### src/rtl/alarm_ringer.sv
// Alarm ringer: compares the stored alarm time against the running clock and
// sequences ring / snooze / stop behaviour from second ticks and button pulses.
module alarm_ringer (
    input  logic       clk,
    input  logic       rst,
    input  logic       sec_tick,
    input  logic [1:0] cur_hours_left,
    input  logic [3:0] cur_hours_right,
    input  logic [2:0] cur_minutes_left,
    input  logic [3:0] cur_minutes_right,
    input  logic [1:0] alm_hours_left,
    input  logic [3:0] alm_hours_right,
    input  logic [2:0] alm_minutes_left,
    input  logic [3:0] alm_minutes_right,
    input  logic       alm_on,
    input  logic       ack_flag,
    input  logic       stop_button,
    input  logic       snooze_button,
    output logic       buzzer,
    output logic       ringing,
    output logic       snoozed,
    output logic       armed
);

    typedef enum logic [1:0] {IDLE, RING, SNOOZE} state_t;

    localparam logic [8:0] RING_LAST_SEC   = 9'd59;
    localparam logic [8:0] SNOOZE_LAST_SEC = 9'd299;
    localparam logic [1:0] MAX_SNOOZES     = 2'd3;

    state_t      state_reg, state_next;
    logic [12:0] alm_time_reg, alm_time_next;
    logic        armed_reg, armed_next;
    logic        match_d_reg;
    logic [8:0]  sec_cnt_reg, sec_cnt_next;
    logic [1:0]  snooze_cnt_reg, snooze_cnt_next;
    logic        beep_reg, beep_next;
    logic        buzzer_reg, ringing_reg, snoozed_reg;

    logic [12:0] cur_time;
    logic [12:0] alm_in;
    logic [12:0] bit_eq;
    logic        match;
    logic        trigger;

    assign cur_time = {cur_hours_left, cur_hours_right, cur_minutes_left, cur_minutes_right};
    assign alm_in   = {alm_hours_left, alm_hours_right, alm_minutes_left, alm_minutes_right};

    generate
        for (genvar gi = 0; gi < 13; gi++) begin : g_cmp
            assign bit_eq[gi] = ~(alm_time_reg[gi] ^ cur_time[gi]);
        end
    endgenerate

    assign match   = &bit_eq;
    // Only the first cycle of a matching minute fires, so a stopped alarm stays quiet.
    assign trigger = armed_reg & match & ~match_d_reg;

    always_comb begin
        state_next      = state_reg;
        alm_time_next   = alm_time_reg;
        armed_next      = armed_reg;
        sec_cnt_next    = sec_cnt_reg;
        snooze_cnt_next = snooze_cnt_reg;
        beep_next       = beep_reg;

        if (ack_flag) begin
            alm_time_next = alm_in;
            armed_next    = alm_on;
        end

        unique case (state_reg)
            IDLE: begin
                if (!ack_flag && trigger) begin
                    state_next      = RING;
                    sec_cnt_next    = '0;
                    beep_next       = 1'b1;
                    snooze_cnt_next = '0;
                end
            end
            RING: begin
                // Reload and stop take precedence over snooze and ticks.
                if (ack_flag || stop_button) begin
                    state_next = IDLE;
                end else if (snooze_button) begin
                    if (snooze_cnt_reg != MAX_SNOOZES) begin
                        state_next      = SNOOZE;
                        snooze_cnt_next = snooze_cnt_reg + 2'd1;
                        sec_cnt_next    = '0;
                    end else begin
                        state_next = IDLE;
                    end
                end else if (sec_tick) begin
                    beep_next    = ~beep_reg;
                    sec_cnt_next = sec_cnt_reg + 9'd1;
                    if (sec_cnt_reg == RING_LAST_SEC) begin
                        state_next = IDLE;
                    end
                end
            end
            SNOOZE: begin
                if (ack_flag || stop_button) begin
                    state_next = IDLE;
                end else if (sec_tick) begin
                    if (sec_cnt_reg == SNOOZE_LAST_SEC) begin
                        state_next   = RING;
                        sec_cnt_next = '0;
                        beep_next    = 1'b1;
                    end else begin
                        sec_cnt_next = sec_cnt_reg + 9'd1;
                    end
                end
            end
            default: state_next = IDLE;
        endcase
    end

    always_ff @(posedge clk) begin
        if (rst) begin
            state_reg      <= IDLE;
            alm_time_reg   <= '0;
            armed_reg      <= 1'b0;
            match_d_reg    <= 1'b0;
            sec_cnt_reg    <= '0;
            snooze_cnt_reg <= '0;
            beep_reg       <= 1'b0;
            buzzer_reg     <= 1'b0;
            ringing_reg    <= 1'b0;
            snoozed_reg    <= 1'b0;
        end else begin
            state_reg      <= state_next;
            alm_time_reg   <= alm_time_next;
            armed_reg      <= armed_next;
            match_d_reg    <= match;
            sec_cnt_reg    <= sec_cnt_next;
            snooze_cnt_reg <= snooze_cnt_next;
            beep_reg       <= beep_next;
            // Output flops are fed from next-state so they line up with state_reg.
            buzzer_reg     <= (state_next == RING) & beep_next;
            ringing_reg    <= (state_next == RING);
            snoozed_reg    <= (state_next == SNOOZE);
        end
    end

    assign buzzer  = buzzer_reg;
    assign ringing = ringing_reg;
    assign snoozed = snoozed_reg;
    assign armed   = armed_reg;

endmodule

### config.mk
export PLATFORM = sky130hd
export DESIGN_NAME = alarm_ringer
export DESIGN_NICKNAME = d
export VERILOG_FILES = /design/src/rtl/alarm_ringer.sv
export SDC_FILE = /design/constraint.sdc
export NUM_CORES = 1
export LEC_CHECK = 0
export CAP_MARGIN = 20
export CORE_ASPECT_RATIO = 0.6
export CORE_MARGIN = 4
export CORE_UTILIZATION = 41
export CTS_BUF_LIST = sky130_fd_sc_hd__clkbuf_8 sky130_fd_sc_hd__clkbuf_16
export DETAILED_ROUTE_END_ITERATION = 8
export GPL_TIMING_DRIVEN = 1
export MAX_ROUTING_LAYER = met4
export PLACE_DENSITY = 0.65
export SKIP_LAST_GASP = 1
export SLEW_MARGIN = 25
export SYNTH_ARGS = -nofsm -noshare
export SYNTH_HDL_FRONTEND = slang
export SYNTH_SLANG_ARGS = --single-unit
### constraint.sdc
create_clock -name clk -period 3.6 [get_ports clk]
set_input_delay 0.36 -clock clk [delete_from_list [all_inputs] [get_ports clk]]
set_output_delay 0.36 -clock clk [all_outputs]
set_load 0.005 [all_outputs]
Yosys cells after proc, flatten, opt, wreduce, memory -nomap -nowiden
Index checks and enable logic that the tools add are counted.

Register bits: 32. Bits of input ports: 33. Output and inout bits: 4.

$add $sub $neg: 2. Equal/unequal tests: 15. Muxes and demuxes: 32. Bitwise operators: 31. Reduce and logical (&&, ||, !) cells: 9.

Operator list (number): 9-bit 2-to-1 mux (8); 9-bit case mux with 3 select lines (1); 2-bit 2-to-1 mux (13); 1-bit inverter (15); 2-bit != test (second input constant) (7); 13-bit AND reduction (1); 1-bit bitwise XOR (13); 9-bit by 1-bit adder with 9-bit output (second input constant) (1); 9-bit by 6-bit == test with 1-bit output (second input constant) (1); 9-bit == test (second input constant) (1); 1-bit 2-to-1 mux (7); 7-bit AND reduction (1); 3-bit != test (second input constant) (2); 2-bit case mux with 3 select lines (1); 5-bit AND reduction (1); 2-bit by 1-bit == test with 1-bit output (second input constant) (2); 2-bit == test (second input constant) (2); 2-bit case mux with 2 select lines (1); 1-bit AND (3); 1-bit case mux with 3 select lines (1); 3-bit nonzero test (1); 2-bit by 1-bit adder with 2-bit output (second input constant) (1); 2-bit zero test (1); 2-bit nonzero test (1); other kinds (3) (3).

Longest topological paths before layout
Gate-level depths: netlist of run 1.

Word-level depth: 10. Mapped depth: 10. Depth with buffers taken out: 8.

Worst setup path after synthesis of run 1
OpenSTA, ideal clock, no wires.

Path kind: reg2reg. From: register state_reg[0]. To: register ringing_reg, in the netlist ringing. Arrival time: 1794 ps. Required time: 3470 ps. Path slack: 1676 ps. Stages on the path, launching flop included: 10. Path through: dfxtp_1 -> inv_1 -> ha_1 -> buf_4 -> nor4bb_1 -> nand4_1 -> a221o_1 -> a21boi_0 -> o21bai_1 -> nor3_1.

Longest elaborated chain between the ends: 6.

RTL lines: from (decl) (RTL line 31) `state_t state_reg, state_next;`; from (signal assigned) (RTL line 131) `state_reg <= state_next;`; 2-bit 2-to-1 mux (RTL line 96) `if (sec_cnt_reg == RING_LAST_SEC) begin`; 2-bit 2-to-1 mux (RTL line 93) `end else if (sec_tick) begin`; 2-bit 2-to-1 mux (RTL line 85) `end else if (snooze_button) begin`; 2-bit 2-to-1 mux (RTL line 83) `if (ack_flag || stop_button) begin`; 2-bit case mux with 3 select lines (*) (RTL line 72) `unique case (state_reg)`; 2-bit by 1-bit == test with 1-bit output (*) (RTL line 140) `ringing_reg <= (state_next == RING);`; to (signal assigned) (RTL line 140); to (decl) (RTL line 38) `logic buzzer_reg, ringing_reg, snoozed_reg;`.

Every way passes the cells marked *; elsewhere a longest branch is shown, timed or not. A chain may end at the register's enable or synchronous reset.

Worst setup path after layout of run 1
From: input port ack_flag. To: register sec_cnt_reg[3].

Longest elaborated chain between the ends: 4.

RTL lines: from (decl) (RTL line 16) `input logic ack_flag,`; 1-bit zero test (RTL line 74) `if (!ack_flag && trigger) begin`; 1-bit logical AND (RTL line 74); 2-bit != test (no line); 7-bit AND reduction (no line) (*); to (signal assigned) (RTL line 135) `sec_cnt_reg <= sec_cnt_next;`; to (decl) (RTL line 35) `logic [8:0] sec_cnt_reg, sec_cnt_next;`.

Marks and branches as above.

==> metrics.csv, run 1 <==
stage,metric,value,unit
floorplanning,die-area,5810,µm²
synth,async_flop_share,0,%
global_route,antenna_found_initial,0,
timing,tns,0,ns
critical_path,reg2regPathDepth,8,
routing,drc,0,
pwr,power.switching,0.175,mW
global_route,track_usage,15.8,%
outcome,outcome,finished clean,
timing,slew_headroom,53.6,%
synth,synthMuxAreaShare,7.39,%
global_route,grt_overflow,0,
final_layout,final-seq-area,641,µm²
pwr,p_total,0.722,mW
synth,synth_compound_area_share,15.6,%
pwr,pwr-share-comb,13.4,%
synth,synth-seq-cells,32,
final_layout,layout_commonest_cell,clkdlybuf4s50_1,
place,hpwl,3.32,mm
floorplanning,die_w,95.8,µm
critical_path,crit_type,input port to register,
timing,period_share,65.7,%
clock_tree,cts_resized,0,
synth,synth_area,1900,µm²
timing,tightest_slew,0.694,ns
final_layout,layout-drive-gt1-share,9.05,%
final_layout,fillers,398,
place,dp_cells,296,
final_layout,nets,282,
final_layout,largest_register_ffs,13,
final_layout,diodes,0,
pwr,swShare,24.3,%
pwr,power_frac_clock,35.4,%
synth,postSynthAreaPerCell,9.12,µm²
synth,synth_edf_count,0,
synth,yosysUniqueCellTypes,51,
critical_path,startpoint,ack_flag,
synth,yosysSeqAreaShare,33.8,%
clock_tree,cts-htree-levels,2,
timing,setup_slack,1.23,ns
synth,synth_nets,247,
synth,synth_flop_cell,dfxtp_1,
floorplanning,num_rows,18,
floorplanning,io_pins,37,
pwr,p_int,0.546,mW
final_layout,postLayoutCoreUtil,55.3,%
synth,synthAdderAreaFrac,3.96,%
critical_path,cp-start-kind,input port,
final_layout,final_cell_mix,"clkdlybuf4s50_1 (36), dfxtp_1 (32), nor2_1 (29)",
clock_tree,cts_hold_buf,0,
global_route,grt_pass1_wl,6.79,mm
critical_path,worstReg2RegEnd,sec_cnt_reg[3],
floorplanning,core,4280,µm²
floorplanning,start_util,44.3,%
timing,hold_slack,0.519,ns
clock_tree,clk_path_buf_depth,2,
routing,drtIter0Drc,123,
synth,syn-instance-count,208,
clock_tree,clkLatencyLatePin,0.27,ns
final_layout,multi_input_area,1180,µm²
synth,yosys_warnings,0,
critical_path,crit_end,sec_cnt_reg[3],
routing,firstDrtPassIters,4,
critical_path,timing.rr.start,state_reg[1],
pwr,power_density,305,nW/µm²
min_path,min_path_type,register to register,
clock_tree,cts.root.buffer_cell,clkbuf_8,
global_route,grt_start_max_net_pins,20,
routing,routed_wl,4.25,mm
critical_path,r2r_setup_slack,1.24,ns
critical_path,end_kind,register,
timing,fin_skew,0.00786,ns
routing,routedWlPerCell,14.0,µm
pwr,power_frac_seq,51.2,%
flow_run,max_cap_violations,0,
clock_tree,path_clk_slew,0.07,ns
timing,final_hold_viol_count,0,
final_layout,final_area,2370,µm²
place,place_ws,0.951,ns
critical_path,arrival,2.58,ns
routing,vias,1540,
synth,synth_top_family_by_area,simple AND/OR/NAND/NOR gates,
floorplanning,die_h,60.7,µm
routing,detail_route.vias_per_cell,5.08,
global_route,grt_pass1_vias,1392,
final_layout,fin_cells,303,
pwr,ir_drop,0.147,mV
place,place.gp.congestion,0.815,
clock_tree,cts_made_buffers,5,
pwr,leakage,0.949,nW
final_layout,syn2layout_area_growth,24.8,%
critical_path,required,3.81,ns
timing,setup_viol,0,
clock_tree,post_cts.repair.setup_buffers,0,
routing,drtAntennaViolNets,0,
clock_tree,clock-sinks,32,
place,portBuffers,36,
synth,synth_xor_area_share,6.46,%
clock_tree,cts_tree,yes,
timing,timing.fmax,423,MHz
timing,rsz0062_at_grt,false,
synth,synth_simple_gate_area_share,28.6,%
timing,slew_violations,0,
place,placed_area,2290,µm²
critical_path,crit_fanout,10,
timing,layout_min_cycle_time,2.37,ns
layer usage:
metal  share of wire, %  global-route usage, %  vias to the layer above
met5                  0                      -                        -
met4               0.49                   3.64                        0
met3                4.7                   5.20                        4
met2                 39                   19.7                       29
met1                 56                   23.9                      690
li1                   -                      -                      817
cell type report:
cell class / count / area share (%)
Sequential cell: 32 / 27.1
Clock inverter: 2 / 0.370
Clock buffer: 5 / 2.91
Inverter: 6 / 0.951
Timing Repair Buffer: 38 / 15.9
Tap cell: 60 / 3.17
Multi-Input combinational cell: 160 / 49.7
worst max-delay path, cell delays in order:
cell             delay, ns
clkdlybuf4s50_1       0.71
nand2b_1              0.32
nor4_2                0.24
nand4_4               0.21
a211oi_4              0.46
nand3b_1              0.13
a21oi_1               0.15
cells in the mapped netlist (2+ instances only):
master    number  share of area (%)
mux2i_1       14                7.4
buf_1          2               0.40
buf_6          2                1.2
a21boi_0       2               0.79
nor4_4         2                2.2
ha_1           6                4.0
a21o_1         2               0.79
and3_1         2               0.66
nand2b_1       4                1.3
nand2_1       13                2.6
nor2b_1        3               0.99
nor3_1         6                1.6
o21bai_1       2               0.79
nor2_1        29                5.7
nand4b_1       2               0.92
nand3_1        4                1.1
o21ai_1        5                1.3
dfxtp_1       32                 34
a21oi_1       12                3.2
clkbuf_1       4               0.79
o21ai_0        4                1.1
nor4b_1        2               0.92
nand3b_1       6                2.4
inv_1          6                1.2
nand4_1        3               0.99
xor2_1        14                6.5
power groups by stage:
stage               Combinational, mW  Clock (mW)  Sequential [mW]
floorplan                      0.0505           0            0.376
global placement               0.0963           0            0.378
detailed placement             0.0975           0            0.377
CTS                            0.0977       0.265            0.369
global route                    0.105       0.281            0.370
finish                         0.0969       0.255            0.369
worst min-delay path by stage:
stage / slack, ns / endpoint / cells past startpoint / from
final: 0.52 / alm_time_reg[2] / 2 / alm_time_reg[2]
after detailed placement: 0.51 / alm_time_reg[6] / 2 / alm_time_reg[6]
after CTS: 0.53 / alm_time_reg[2] / 2 / alm_time_reg[2]
after global placement: 0.50 / alm_time_reg[10] / 2 / alm_time_reg[10]
after floorplan: 0.48 / alm_time_reg[0] / 2 / alm_time_reg[0]
after global routing: 0.54 / alm_time_reg[11] / 2 / alm_time_reg[11]
kinds of logic (layout without fill, tap and decap cells):
family / Yosys count / count (layout)
AOI/OAI and AO/OA: 40 / 40
xor gates and xnor gates: 14 / 14
adders and majority gates: 6 / 6
buffers and inverters: 16 / 51
DFF: 32 / 32
muxes: 14 / 14
and+or+nand+nor: 86 / 86
(Power assumes the default switching activity.)
==> run 2, diff against run 1 <==
--- a/config.mk
+++ b/config.mk
@@ -13,7 +13,7 @@
 export DETAILED_ROUTE_END_ITERATION = 8
 export GPL_TIMING_DRIVEN = 1
 export MAX_ROUTING_LAYER = met4
-export PLACE_DENSITY = 0.65
+export PLACE_DENSITY = 0.67
 export SKIP_LAST_GASP = 1
 export SLEW_MARGIN = 25
 export SYNTH_ARGS = -nofsm -noshare
==> constraint.sdc (replaced) <==
create_clock -name clk -period 2.1 [get_ports clk]
set_input_delay 0.21 -clock clk [delete_from_list [all_inputs] [get_ports clk]]
set_output_delay 0.21 -clock clk [all_outputs]
set_load 0.005 [all_outputs]
==> run 2 against run 1 <==
Against the previous run: clock-buffer cell count rose by 2; die area unchanged; hold slack got worse by 0.033 ns; global-route usage increased by 2.1 points; clock skew fell by 0.0022 ns; sequential share of layout area down 1.8 points; critical path depth rose by 1; first-iteration DRC count shrank 50%; highest routed layer unchanged; sequential cell count stayed put; register-to-register slack worse by 1.1 ns.
==> metrics.csv, run 2 (synthesized netlist as in run 1, its figures left out) <==
stage,metric,value,unit,change
final_layout,multi_input_area,1180,µm²,+0.74%
floorplanning,num_rows,18,,unchanged
outcome,outcome,finished clean,,
clock_tree,cts_made_buffers,5,,unchanged
timing,setup_slack,0.111,ns,-1.12 ns
final_layout,final_cell_mix,"clkdlybuf4s50_1 (36), dfxtp_1 (32), nor2_1 (29)",,
flow_run,max_cap_violations,0,,unchanged
place,place_ws,-0.0564,ns,-1.01 ns
global_route,track_usage,18.0,%,+2.1 points
timing,layout_min_cycle_time,1.99,ns,
pwr,leakage,1.04,nW,+9.9%
place,hpwl,3.47,mm,+4.5%
clock_tree,cts_tree,yes,,
final_layout,largest_register_ffs,13,,unchanged
critical_path,crit_buf_inv,1,,unchanged
final_layout,final-seq-area,641,µm²,unchanged
floorplanning,die_w,95.8,µm,unchanged
critical_path,cp-start-kind,register,,
routing,drtIter0Drc,62,,-50%
global_route,grt_overflow,0,,unchanged
timing,fin_skew,0.00567,ns,-0.00219 ns
final_layout,fillers,396,,-0.50%
global_route,grt_pass1_vias,1513,,+8.7%
critical_path,required,2.27,ns,-1.54 ns
final_layout,layout-drive-gt1-share,16.2,%,+7.2 points
routing,drtAntennaViolNets,0,,unchanged
routing,detail_route.vias_per_cell,5.08,,about the same
global_route,grt_pass1_wl,7.62,mm,+12%
place,portBuffers,36,,unchanged
clock_tree,clock-sinks,32,,unchanged
final_layout,fin_cells,319,,+5.3%
final_layout,syn2layout_area_growth,33.8,%,
clock_tree,cts.root.buffer_cell,clkbuf_8,,
timing,setup_viol,0,,unchanged
floorplanning,io_pins,37,,unchanged
floorplanning,core,4280,µm²,unchanged
final_layout,layout_commonest_cell,clkdlybuf4s50_1,,
floorplanning,die-area,5810,µm²,unchanged
min_path,worstHoldStart,alm_on,,
global_route,antenna_found_initial,0,,unchanged
critical_path,end_kind,register,,
min_path,min_path_type,input port to register,,
timing,final_hold_viol_count,0,,unchanged
routing,drc,0,,unchanged
routing,firstDrtPassIters,4,,unchanged
critical_path,crit_type,register to register,,
clock_tree,post_cts.repair.setup_buffers,0,,unchanged
critical_path,timing.rr.start,state_reg[1],,
final_layout,nets,297,,+5.3%
floorplanning,start_util,44.3,%,unchanged
place,dp_cells,311,,+5.1%
critical_path,slowest_stage,dfxtp_1,,
timing,tightest_slew,0.412,ns,-0.282 ns
routing,vias,1620,,+5.2%
critical_path,critical_path.top_delay_family,compound AO/OA/AOI/OAI gates,,
pwr,ir_drop,0.342,mV,+130%
critical_path,arrival,2.16,ns,-0.42 ns
final_layout,diodes,0,,unchanged
critical_path,crit_fanout,4,,-6
clock_tree,clk_path_buf_depth,2,,unchanged
critical_path,crit_chain,inv_1 -> ha_1 -> nor2b_1 -> o211a_1 -> a221o_1 -> a21boi_0 -> o21bai_1 -> nor3b_2,,
pwr,power_density,580,nW/µm²,+90%
timing,timing.fmax,503,MHz,
critical_path,max_stage_delay,0.41,ns,-0.30 ns
routing,routed_wl,4.62,mm,+8.9%
routing,routedWlPerCell,14.5,µm,+3.4%
floorplanning,die_h,60.7,µm,unchanged
clock_tree,cts-htree-levels,2,,unchanged
clock_tree,path_clk_slew,0.07,ns,about the same
place,placed_area,2400,µm²,+4.9%
place,place.gp.congestion,0.853,,+4.7%
timing,period_share,94.7,%,
timing,rsz0062_at_grt,true,,
critical_path,startpoint,state_reg[1],,
global_route,grt_start_max_net_pins,25,,+25%
timing,slew_violations,0,,unchanged
clock_tree,clkLatencyLatePin,0.29,ns,+0.02 ns
final_layout,final_area,2540,µm²,+7.2%
timing,slew_headroom,72.2,%,+19 points
-- run 2: cell count changes in the layout (fill, tap and decap cells not counted), sizes merged --
cell / change
buf: +15
clkbuf: +2
bufinv: +1
clkinv: -1
inv: -1
-- run 2: final cells by class --
class	count	share of cell area, %
repair buffers	53	19.2
flip-flops and latches	32	25.2
clock inverters	1	1.18
well taps	60	2.96
clock buffers	7	3.80
inverters	6	0.888
multi-input cells	160	46.7
-- run 2: worst min-delay path: stages --
cell             delay [ns]
clkdlybuf4s50_1        0.40
nand2_1                0.06
a21oi_1                0.05
-- run 2: metrics by stage --
step / power (mW) / setup TNS (ns) / util (%) / hold slack, ns
finish: 1.47 / 0 / 59.3 / 0.486
global route: 1.52 / -0.0293 / 59.3 / 0.512
CTS: 1.48 / 0 / 59.1 / 0.479
detailed placement: 0.819 / -0.0678 / 56.1 / 0.501
global placement: 0.817 / -0.0339 / 56.1 / 0.494
floorplan: 0.731 / 0 / - / 0.357
-- run 2: path summary, 6_finish.rpt --
path	endpoint	depth (start not counted)	slack, ns
max	buzzer	8	0.11
min	armed	3	0.49
max reg2reg	buzzer	8	0.11
min reg2reg	alm_time_reg[9]	2	0.51
-- run 2: repair_timing --
| item | CTS | global route |
|---|---|---|
| resized for setup | 0 | 3 |
| hold endpoints to repair | 0 | 0 |
| hold buffers | 0 | 0 |
| setup endpoints to repair | 0 | 12 |
-- run 2: report_power, final --
| part | switching, mW | internal [mW] |
|---|---|---|
| combinational | 0.0739 | 0.0979 |
| sequential | 0.0107 | 0.622 |
| clock | 0.247 | 0.419 |
-- run 2: routing by layer --
layer	wire length, µm	share of wire (%)	GRT usage (%)
met2	1810	39	22.8
met4	29	0.63	4.25
met1	2530	55	27.2
met3	258	5.6	5.08
met5	0	0	-
==> run 3, diff against run 2 <==
--- a/config.mk
+++ b/config.mk
@@ -8,13 +8,11 @@
 export CAP_MARGIN = 20
 export CORE_ASPECT_RATIO = 0.6
 export CORE_MARGIN = 4
-export CORE_UTILIZATION = 41
+export CORE_UTILIZATION = 45
 export CTS_BUF_LIST = sky130_fd_sc_hd__clkbuf_8 sky130_fd_sc_hd__clkbuf_16
 export DETAILED_ROUTE_END_ITERATION = 8
-export GPL_TIMING_DRIVEN = 1
 export MAX_ROUTING_LAYER = met4
-export PLACE_DENSITY = 0.67
-export SKIP_LAST_GASP = 1
+export PLACE_DENSITY = 0.73
 export SLEW_MARGIN = 25
 export SYNTH_ARGS = -nofsm -noshare
 export SYNTH_HDL_FRONTEND = slang
==> run 3 against run 2 <==
Against the previous run: hold slack improved by 0.021 ns; first-iteration DRC count increased by 9.7%; core utilization increased by 7.1 points; via count increased by 2.9%; critical path depth unchanged; fmax increased by 1.2%; final cell count unchanged; clock skew decreased by 0.00086 ns; sequential power about the same; clock-buffer cell count unchanged; worst setup slack improved by 0.023 ns; sequential share of layout area decreased by 0.19 points; critical path type unchanged; largest power group unchanged; highest routed layer unchanged.
==> metrics.csv, run 3 (synthesized netlist as in run 1, its figures left out) <==
stage,metric,value,unit,change
final_layout,final_cell_mix,"clkdlybuf4s50_1 (36), dfxtp_1 (32), nor2_1 (29)",,
pwr,ir_drop,0.366,mV,+7.0%
clock_tree,clkLatencyLatePin,0.28,ns,about the same
global_route,grt_pass1_vias,1617,,+6.9%
final_layout,diodes,0,,unchanged
timing,slew_headroom,71.8,%,-0.36 points
timing,setup_slack,0.134,ns,+0.0232 ns
critical_path,worstReg2RegEnd,buzzer,,
critical_path,crit_type,register to register,,
routing,drtAntennaViolNets,0,,unchanged
place,dp_cells,311,,unchanged
routing,drtIter0Drc,68,,+9.7%
floorplanning,die_h,58.3,µm,-3.9%
clock_tree,cts_made_buffers,5,,unchanged
routing,vias,1667,,+2.9%
critical_path,max_stage_delay,0.37,ns,-0.04 ns
min_path,min_path_type,input port to register,,
routing,drc,0,,unchanged
pwr,leakage,1.06,nW,+1.5%
critical_path,crit_buf_inv,1,,unchanged
final_layout,final-seq-area,641,µm²,unchanged
routing,detail_route.vias_per_cell,5.23,,+2.9%
timing,final_hold_viol_count,0,,unchanged
clock_tree,cts-htree-levels,2,,unchanged
pwr,power.switching,0.324,mW,-2.4%
critical_path,r2r_setup_slack,0.13,ns,+0.02 ns
pwr,pwr-share-comb,11.9,%,+0.2 points
pwr,p_int,1.14,mW,+0.11%
final_layout,layout_commonest_cell,clkdlybuf4s50_1,,
critical_path,startpoint,state_reg[0],,
routing,routedWlPerCell,14.1,µm,-2.6%
pwr,power_frac_seq,43.2,%,+0.2 points
global_route,grt_start_max_net_pins,19,,-24%
timing,tightest_slew,0.419,ns,+0.00681 ns
pwr,power_frac_clock,44.9,%,-0.4 points
timing,rsz0062_at_grt,false,,
critical_path,arrival,2.18,ns,+0.02 ns
floorplanning,die_w,91.8,µm,-4.2%
global_route,grt_overflow,0,,unchanged
place,portBuffers,36,,unchanged
final_layout,fillers,319,,-19%
critical_path,crit_chain,inv_1 -> ha_2 -> nor3b_2 -> and4bb_1 -> nor2_1 -> a311o_1 -> a31oi_2 -> nor3b_2,,
final_layout,largest_register_ffs,13,,unchanged
final_layout,nets,300,,+1.0%
timing,period_share,93.6,%,-1.1 points
timing,timing.fmax,509,MHz,+1.2%
clock_tree,clk_path_buf_depth,2,,unchanged
global_route,grt_pass1_wl,7.64,mm,+0.18%
timing,fin_skew,0.00481,ns,-0.000861 ns
global_route,antenna_found_initial,0,,unchanged
final_layout,syn2layout_area_growth,34.8,%,
place,place_ws,-0.117,ns,-0.0610 ns
global_route,track_usage,18.5,%,+0.47 points
clock_tree,cts_tree,yes,,
floorplanning,start_util,49.3,%,+4.9 points
clock_tree,post_cts.repair.setup_buffers,0,,unchanged
final_layout,layout-drive-gt1-share,17.2,%,+0.96 points
timing,setup_viol,0,,unchanged
flow_run,max_cap_violations,0,,unchanged
place,hpwl,3.52,mm,+1.4%
timing,tns,0,ns,unchanged
final_layout,multi_input_area,1180,µm²,unchanged
critical_path,crit_fanout,5,,+1
pwr,power_density,573,nW/µm²,-1.2%
critical_path,crit_end,buzzer,,
floorplanning,num_rows,17,,-1
critical_path,cp-start-kind,register,,
clock_tree,cts_hold_buf,0,,unchanged
place,place.gp.congestion,0.929,,+8.8%
routing,firstDrtPassIters,4,,unchanged
critical_path,cp_common_cell,nor3b_2,,
outcome,outcome,finished clean,,
floorplanning,core,3850,µm²,-10%
clock_tree,clock-sinks,32,,unchanged
critical_path,end_kind,register,,
floorplanning,die-area,5350,µm²,-8.0%
final_layout,fin_cells,319,,unchanged
timing,layout_min_cycle_time,1.97,ns,-0.0232 ns
clock_tree,cts.root.buffer_cell,clkbuf_8,,
critical_path,required,2.31,ns,+0.04 ns
critical_path,critical_path.top_delay_family,simple AND/OR/NAND/NOR gates,,
floorplanning,io_pins,37,,unchanged
routing,routed_wl,4.50,mm,-2.6%
critical_path,reg2regPathDepth,8,,unchanged
timing,slew_violations,0,,unchanged
critical_path,slowest_stage,a311o_1,,
clock_tree,path_clk_slew,0.07,ns,about the same
critical_path,path_depth,8,,unchanged
pwr,swShare,22.1,%,-0.45 points
critical_path,timing.rr.start,state_reg[0],,
-- run 3: cell types whose count changed in the layout (fill, tap and decap cells not counted), sizes merged --
cell | before | now
buf | 17 | 20
-- run 3: worst min path at each step --
stage                          from         endpoint  slack (ns)  cells past startpoint
2_1_floorplan  alm_minutes_right[0]  alm_time_reg[0]        0.36                      2
3_3_place_gp        alm_time_reg[5]  alm_time_reg[5]        0.50                      2
3_5_place_dp        alm_time_reg[2]  alm_time_reg[2]        0.51                      2
4_1_cts                      alm_on            armed        0.51                      3
5_1_grt                      alm_on            armed        0.52                      3
6_report                     alm_on            armed        0.51                      3
-- run 3: what timing repair did --
item | 4_1_cts | 5_1_grt
cloned | 0 | 0
endpoints found under the setup margin | 1 | 6
resized for setup | 1 | 2
-- run 3: area by class of cell --
type | count | share of cell area (%)
Timing Repair Buffer | 56 | 20.0
Tap cell | 57 | 2.79
Multi-Input combinational cell | 160 | 46.4
Sequential cell | 32 | 25.1
Clock inverter | 1 | 1.17
Inverter | 6 | 0.881
Clock buffer | 7 | 3.77
-- run 3: power groups by stage --
stage | Clock, mW | Combinational, mW | Sequential, mW
global placement | 0 | 0.170 | 0.647
global route | 0.700 | 0.189 | 0.635
CTS | 0.666 | 0.175 | 0.633
finish | 0.658 | 0.174 | 0.633
floorplan | 0 | 0.0865 | 0.645
detailed placement | 0 | 0.174 | 0.647
-- run 3: through the flow --
stage / total power [mW] / hold WS, ns / instance area, µm² / utilization [%]
detailed placement: 0.820 / 0.506 / 2420 / 62.9
finish: 1.46 / 0.507 / 2560 / 66.4
global route: 1.52 / 0.516 / 2560 / 66.4
global placement: 0.817 / 0.497 / 2420 / 62.9
floorplan: 0.731 / 0.357 / 1900 / -
CTS: 1.47 / 0.507 / 2550 / 66.3
-- run 3: per-layer routing --
layer	vias to the layer above	track usage, %	share of wire [%]
met5	-	-	0
met4	0	5.07	0.64
met3	5	4.73	5.6
met2	51	27.3	44
met1	763	25.1	49
li1	848	-	-
-- run 3: tightest hold or removal path: cells and delay by family --
family	cells	cell delay [ns]
simple gates	1	0.07
buf+inv	1	0.40
compound gates	1	0.06
